**src/rtl/uart_byte_rx.sv**
```systemverilog
// uart_byte_rx: 8N1 UART receiver producing a byte plus a one-cycle strobe; even parity via UART_RX_PARITY_EN
module uart_byte_rx #(
  parameter int CLK_FREQ = 50_000_000,
  parameter int UART_BPS = 9600
) (
  input  logic       sys_clk,
  input  logic       sys_rst,
  input  logic       rx,
  output logic [7:0] po_data,
  output logic       po_flag,
  output logic       frame_err,
  output logic       parity_err
);
  localparam int BAUD_CNT_MAX = CLK_FREQ / UART_BPS;
  localparam int CW = $clog2(BAUD_CNT_MAX);
  localparam logic [CW-1:0] WRAP = CW'(BAUD_CNT_MAX - 1);
  localparam logic [CW-1:0] MID = CW'(BAUD_CNT_MAX / 2 - 1);
  localparam logic [2:0] IDLE = 3'd0;
  localparam logic [2:0] START = 3'd1;
  localparam logic [2:0] DATA = 3'd2;
`ifdef UART_RX_PARITY_EN
  localparam logic [2:0] PARITY = 3'd3;
`endif
  localparam logic [2:0] STOP = 3'd4;
  logic          rx_s1, rx_s2, rx_s3;
  logic [2:0]    state;
  logic [CW-1:0] baud_cnt;
  logic [2:0]    bit_cnt;
  logic [7:0]    shift_reg;
  logic          fall, wrap, mid, pbad;
  assign fall = rx_s3 & ~rx_s2;
  assign wrap = baud_cnt == WRAP;
  assign mid = baud_cnt == MID;
`ifdef UART_RX_PARITY_EN
  logic parity_bit;
  assign pbad = ^{shift_reg, parity_bit};
`else
  assign pbad = 1'b0;
  assign parity_err = 1'b0;
`endif
  // synchronize the async line; reset to idle-high so no false edge after reset
  always_ff @(posedge sys_clk or posedge sys_rst)
    if (sys_rst) {rx_s3, rx_s2, rx_s1} <= 3'b111;
    else {rx_s3, rx_s2, rx_s1} <= {rx_s2, rx_s1, rx};
  // frame FSM: bit timing, mid-bit sampling, result strobes
  always_ff @(posedge sys_clk or posedge sys_rst)
    if (sys_rst) begin
      state <= IDLE;
      baud_cnt <= '0;
      bit_cnt <= '0;
      shift_reg <= '0;
      po_data <= '0;
      po_flag <= 1'b0;
      frame_err <= 1'b0;
`ifdef UART_RX_PARITY_EN
      parity_bit <= 1'b0;
      parity_err <= 1'b0;
`endif
    end else begin
      po_flag <= 1'b0;
      frame_err <= 1'b0;
`ifdef UART_RX_PARITY_EN
      parity_err <= 1'b0;
`endif
      baud_cnt <= (state == IDLE || wrap) ? '0 : baud_cnt + CW'(1);
      case (state)
        IDLE: if (fall) state <= START;
        START:
          if (mid && rx_s2) state <= IDLE;
          else if (wrap) begin
            state <= DATA;
            bit_cnt <= '0;
          end
        DATA: begin
          if (mid) shift_reg[bit_cnt] <= rx_s2;
          if (wrap) begin
            bit_cnt <= bit_cnt + 3'd1;
`ifdef UART_RX_PARITY_EN
            if (bit_cnt == 3'd7) state <= PARITY;
`else
            if (bit_cnt == 3'd7) state <= STOP;
`endif
          end
        end
`ifdef UART_RX_PARITY_EN
        PARITY: begin
          if (mid) parity_bit <= rx_s2;
          if (wrap) state <= STOP;
        end
`endif
        STOP:
          if (mid) begin
            state <= IDLE;
            frame_err <= ~rx_s2;
            po_flag <= rx_s2 & ~pbad;
            if (rx_s2 & ~pbad) po_data <= shift_reg;
`ifdef UART_RX_PARITY_EN
            parity_err <= pbad;
`endif
          end
        default: state <= IDLE;
      endcase
    end
endmodule
```
**config.mk**
```make
export PLATFORM = sky130hd
export DESIGN_NAME = uart_byte_rx
export DESIGN_NICKNAME = d
export VERILOG_FILES = /design/src/rtl/uart_byte_rx.sv
export SDC_FILE = /design/constraint.sdc
export NUM_CORES = 1
export LEC_CHECK = 0
export ABC_AREA = 1
export CORE_MARGIN = 4
export CORE_UTILIZATION = 35
export CTS_CLUSTER_DIAMETER = 40
export DETAILED_ROUTE_END_ITERATION = 10
export PLACE_DENSITY = 0.51
export SLEW_MARGIN = 20
export SYNTH_ARGS = -nofsm -noshare
export SYNTH_HDL_FRONTEND = slang
export SYNTH_SLANG_ARGS = --single-unit
export TNS_END_PERCENT = 5
```
**constraint.sdc**
```tcl
create_clock -name sys_clk -period 1.7 [get_ports sys_clk]
set_clock_uncertainty 0.05 [all_clocks]
set_input_delay 0.425 -clock sys_clk [delete_from_list [all_inputs] [get_ports sys_clk]]
set_output_delay 0.425 -clock sys_clk [all_outputs]
set_load 0.01 [all_outputs]
```
## After elaboration in Yosys (flattened, before gate mapping)

Cells that the tools add are included.

- Bitwise logic cells: 2
- Order comparisons: 2
- Reduce and logical (&&, ||, !) cells: 9
- Add/sub/neg operators: 2
- Mux-type cells: 19
- Equal/unequal tests: 13

Operator list:

| kind | number |
|---|---|
| two-way mux 3 bit | 9 |
| adder 13 x 1 -> 13 bit, second input constant | 1 |
| equality test 13 x 12 -> 1 bit, second input constant | 1 |
| equality test 13 bit, second input constant | 1 |
| two-way mux 13 bit | 1 |
| inequality test 2 bit, second input constant | 6 |
| case mux 3 bit (4 select lines) | 1 |
| bitwise mux 8 bit | 1 |
| equality test 3 bit, second input constant | 2 |
| case mux 3 bit (2 select lines) | 1 |
| two-way mux 1 bit | 5 |
| AND reduction 5 bit | 1 |
| less-than comparator 3 x 4 -> 1 bit, second input constant | 1 |
| AND reduction 4 bit | 1 |
| adder 3 x 1 -> 3 bit, second input constant | 1 |
| demux 1 bit (select 3 bit) | 1 |
| equality test 3 x 1 -> 1 bit, second input constant | 1 |
| equality test 3 x 2 -> 1 bit, second input constant | 1 |
| >= comparator 3 x 1 -> 1 bit, second input constant | 1 |
| zero test 3 bit | 1 |
| inequality test 3 bit, second input constant | 1 |
| AND reduction 3 bit | 1 |
| logical AND 1 bit | 2 |
| AND reduction 2 bit | 1 |
| other kinds (4) | 4 |

- Bits in registers: 40
- Logic and storage cells: 57
- Bits of input ports: 3

## Logic depth before layout (Yosys ltp)

- Depth in word-level cells: 5
- Gate-level depth with buffers: 11

## Worst setup path after synthesis

OpenSTA, ideal clock, no wires.

- Path kind: register to register
- Start point: register baud_cnt[0]
- End point: register baud_cnt[7]
- Stages on the path, launching flop included: 9
- Path slack: 0.154 ns
- Buffers on the path: 1
- Required time: 1.570 ns
- Arrival: 1.416 ns
- Path through: dfrtp_1 > ha_1 > nand2_2 > clkinv_1 > nand3_2 > nor3_2 > or2_4 > buf_12 > nor3_2

- Cells in the longest elaborated chain, start to end: 3
- Elaborated cells between the ends (all ways): 4
- Those cells by class: add/sub: 1; eq/ne: 1; mux: 1; reduce/logical: 1

Ends and longest elaborated chain:

| element | line | source |
|---|---|---|
| from (decl) | 27 | `logic [CW-1:0] baud_cnt;` |
| from (signal assigned) | 65 | `baud_cnt <= (state == IDLE \|\| wrap) ? '0 : baud_cnt + CW'(1);` |
| parallel branches: the longest is 2 deep, another holds adder 13 x 1 -> 13 bit | -- |  |
| two-way mux 13 bit (*) | 65 |  |

Every way passes the cells marked *.
A chain may end at the register's enable or synchronous reset.

## Worst setup path after layout

- Start point: register frame_err
- End point: output frame_err

RTL lines:

| element | line | source |
|---|---|---|
| from (decl) | 11 | `output logic frame_err,` |
| from (signal assigned) | 94 | `frame_err <= ~rx_s2;` |

No word-level cell between the ends.

==> summary.md <==
| Metric | Value |
|---|---|
| Initial antenna violation count | 0 |
| Setup bufs post-CTS | 0 |
| Mapped Area | 2170 um^2 |
| DR vias | 1620 |
| CTS buffer count | 5 |
| Reg clk slew, reported paths | 80 ps |
| Largest register FFs | 13 |
| Final setup viols | 0 |
| Hold_buf cts | 0 |
| Final antenna diode count | 0 |
| Fmax | 617 MHz |
| Clock share of power | 32.5% |
| Final Cycle Share | 95.3% |
| Sequential element share of the synthesized area | 46.3% |
| Minimum clock period | 1620 ps |
| CTS tree | built |
| Final std cells w/o fill | 359 |
| Post-synthesis register bit count | 40 |
| Buf+Inv Stages, Crit Path | 1 |
| Top cell type by total area after synthesis | dfrtp_1 |
| Yosys cell types | 35 |
| CP peak stage delay | 520 ps |
| I/O pin count | 14 |
| Top-count cell post-synth | nand2_1 |
| Cells after Synth | 259 |
| Cell internal pwr | 1.65 mW |
| # fillers | 620 |
| Layout cells sized above 1 | 22.9% |
| Num rows | 28 |
| Peak fanout along the critical path | 1 |
| Detailed placer's ending HPWL | 3110 um |
| CTS root buf | clkbuf_8 |
| Status | finished, final reports clean |
| Logic gate share of total power | 22.8% |
| Final hold viol count | 0 |
| WL per Instance | 11.5 um |
| Yosys top cell area share | 42.7% |
| H-Tree Depth | 2 |
| Hold Path Class | reg -> reg |
| Switch Pwr | 0.782 mW |
| WHS | 307 ps |
| DRC Markers | 0 |
| Unrepaired setup endpoints after global routing | yes |
| Clock buffer depth | 2 |
| Crit-path cells | clkdlybuf4s50_1 |
| Initial Util | 36.4% |
| Largest net degree at the start of global routing | 41 |
| Synth cell count leaders | nand2_1, dfrtp_1, inv_1 |
| FFs w/ async S/R, synth | 100% |
| Placer Congestion | 0.834 |
| Global Route Usage Sum | 12.4% |
| Master of the slowest instance on the critical path | clkdlybuf4s50_1 |
| Full die area | 7530 um^2 |
| Core Util, Final | 43.1% |
| Setup crit end kind | output port |
| Pleak | 1.28 nW |
| Max Slew Vio Count | 0 |
| Worst path top cell family by delay | buffers and inverters |
| Crit path launch type | register |
| Sw Share | 32.2% |
| Largest cells by area after synthesis | dfrtp_1, nand2_1, inv_1 |
| DIE HEIGHT | 86.8 um |
| Count of input and output buffers | 12 |
| Synth-to-layout area growth | 18.2% |
| Sequential power share | 44.8% |
| First-pass GRT wire length | 7320 um |
| Total grt overflow | 0 |
| Total of max-cap violations | 0 |
| WL final | 4150 um |
| Post-synth top flop | dfrtp_1 |
| Req. time, crit path | 1220 ps |
| Dpl cell area | 2420 um^2 |
| Antenna viol nets, final | 0 |
| Drt initial violations | 61 |
| Syn Nets | 265 |
| Placed insts | 351 |
| Core box area | 5960 um^2 |
| Ys Warns | 0 |
| Final-stage net count | 289 |
| Die width | 86.8 um |
| CP Data Arrival Time | 1150 ps |
| Routed vias/inst | 4.51 |
| Vias in the first global route | 1547 |
| WS Path Type | reg -> out |
| Average instance area after synthesis | 8.38 um^2 |
| Total power | 2.43 mW |
| R2R setup slack | 130 ps |
| Clk_lat worst skew | 290 ps |
| Post-synth EDFFs | 0 |
| Pwr Density | 948 nW/um^2 |
| CTS Sinks | 40 |
| Design area | 2560 um^2 |
| Max IR drop VDD | 538 uV |
| Pre-Repair DR Iteration Count | 4 |
==> cell usage in the layout, fill, tap and decap left out, drive strengths merged <==
cell	n
nor4	1
bufinv	1
clkbuf	5
clkdlybuf4s50	4
clkinvlp	1
dfrtp	37
nor3	17
o21ai	14
nand3	21
nand2b	1
xor2	2
dfstp	3
a21oi	8
inv	34
dlymetal6s2s	8
ha	3
nor3b	1
nand2	70
nand4	3
conb	1
buf	10
nor2	36
or2	2
clkinv	1
==> power groups by stage <==
stage	registers [mW]	clock network (mW)	logic, mW
2_1_floorplan	1.09	0	0.483
3_3_place_gp	1.10	0	0.552
3_5_place_dp	1.10	0	0.553
4_1_cts	1.08	0.830	0.554
5_1_grt	1.10	0.864	0.642
6_report	1.09	0.789	0.554
==> logic make-up after synthesis <==
kind of cell               after synthesis  share of synthesized area (%)
and+or+nand+nor                        152                           36.3
DFF                                     40                           46.3
xor gates and xnor gates                 2                          0.807
adders and majority gates                3                           1.73
buffers and inverters                   39                           8.41
AOI/OAI and AO/OA                       22                           6.28
other                                    1                          0.173
==> metal layers <==
| metal | track usage, % | routed length (um) | up-vias |
|---|---|---|---|
| met5 | 0 | 0 | - |
| met4 | 4.25 | 67 | 0 |
| met3 | 3.14 | 135 | 5 |
| met2 | 19.0 | 1840 | 18 |
| met1 | 17.0 | 2110 | 729 |
| li1 | - | - | 868 |
==> repair_timing <==
action	in CTS	in global routing
resized for setup	0	13
hold endpoints to repair	0	0
setup endpoints to repair	0	30
==> layout make-up <==
type	count	area [um^2]	share of cell area (%)
tap	75	93.8	3.66
inverter	34	128	4.98
timing repair buffer	22	228	8.88
clock buffer	5	68.8	2.68
multi-input combinational	180	996	38.8
sequential	40	1000	39.2
clock inverter	3	46.3	1.80
==> worst paths after layout <==
check	startpoint	endpoint	cells past startpoint
setup / recovery	frame_err	frame_err	1
hold / removal	rx_s1	rx_s2	0
setup reg to reg	baud_cnt[0]	baud_cnt[10]	7
hold reg to reg	rx_s1	rx_s2	0
max in group asynchronous	sys_rst	rx_s3	3
min in group asynchronous	sys_rst	po_data[5]	3
==> per-stage QoR <==
| step | setup TNS (ps) | setup WS (ps) |
|---|---|---|
| after floorplan | 0 | 154 |
| after global placement | 0 | 79.5 |
| after detailed placement | 0 | 35.5 |
| after CTS | 0 | 3.14 |
| after global routing | -24.6 | -18.6 |
| final | 0 | 79.4 |
Note: power is estimated with default switching activity, not from simulation.
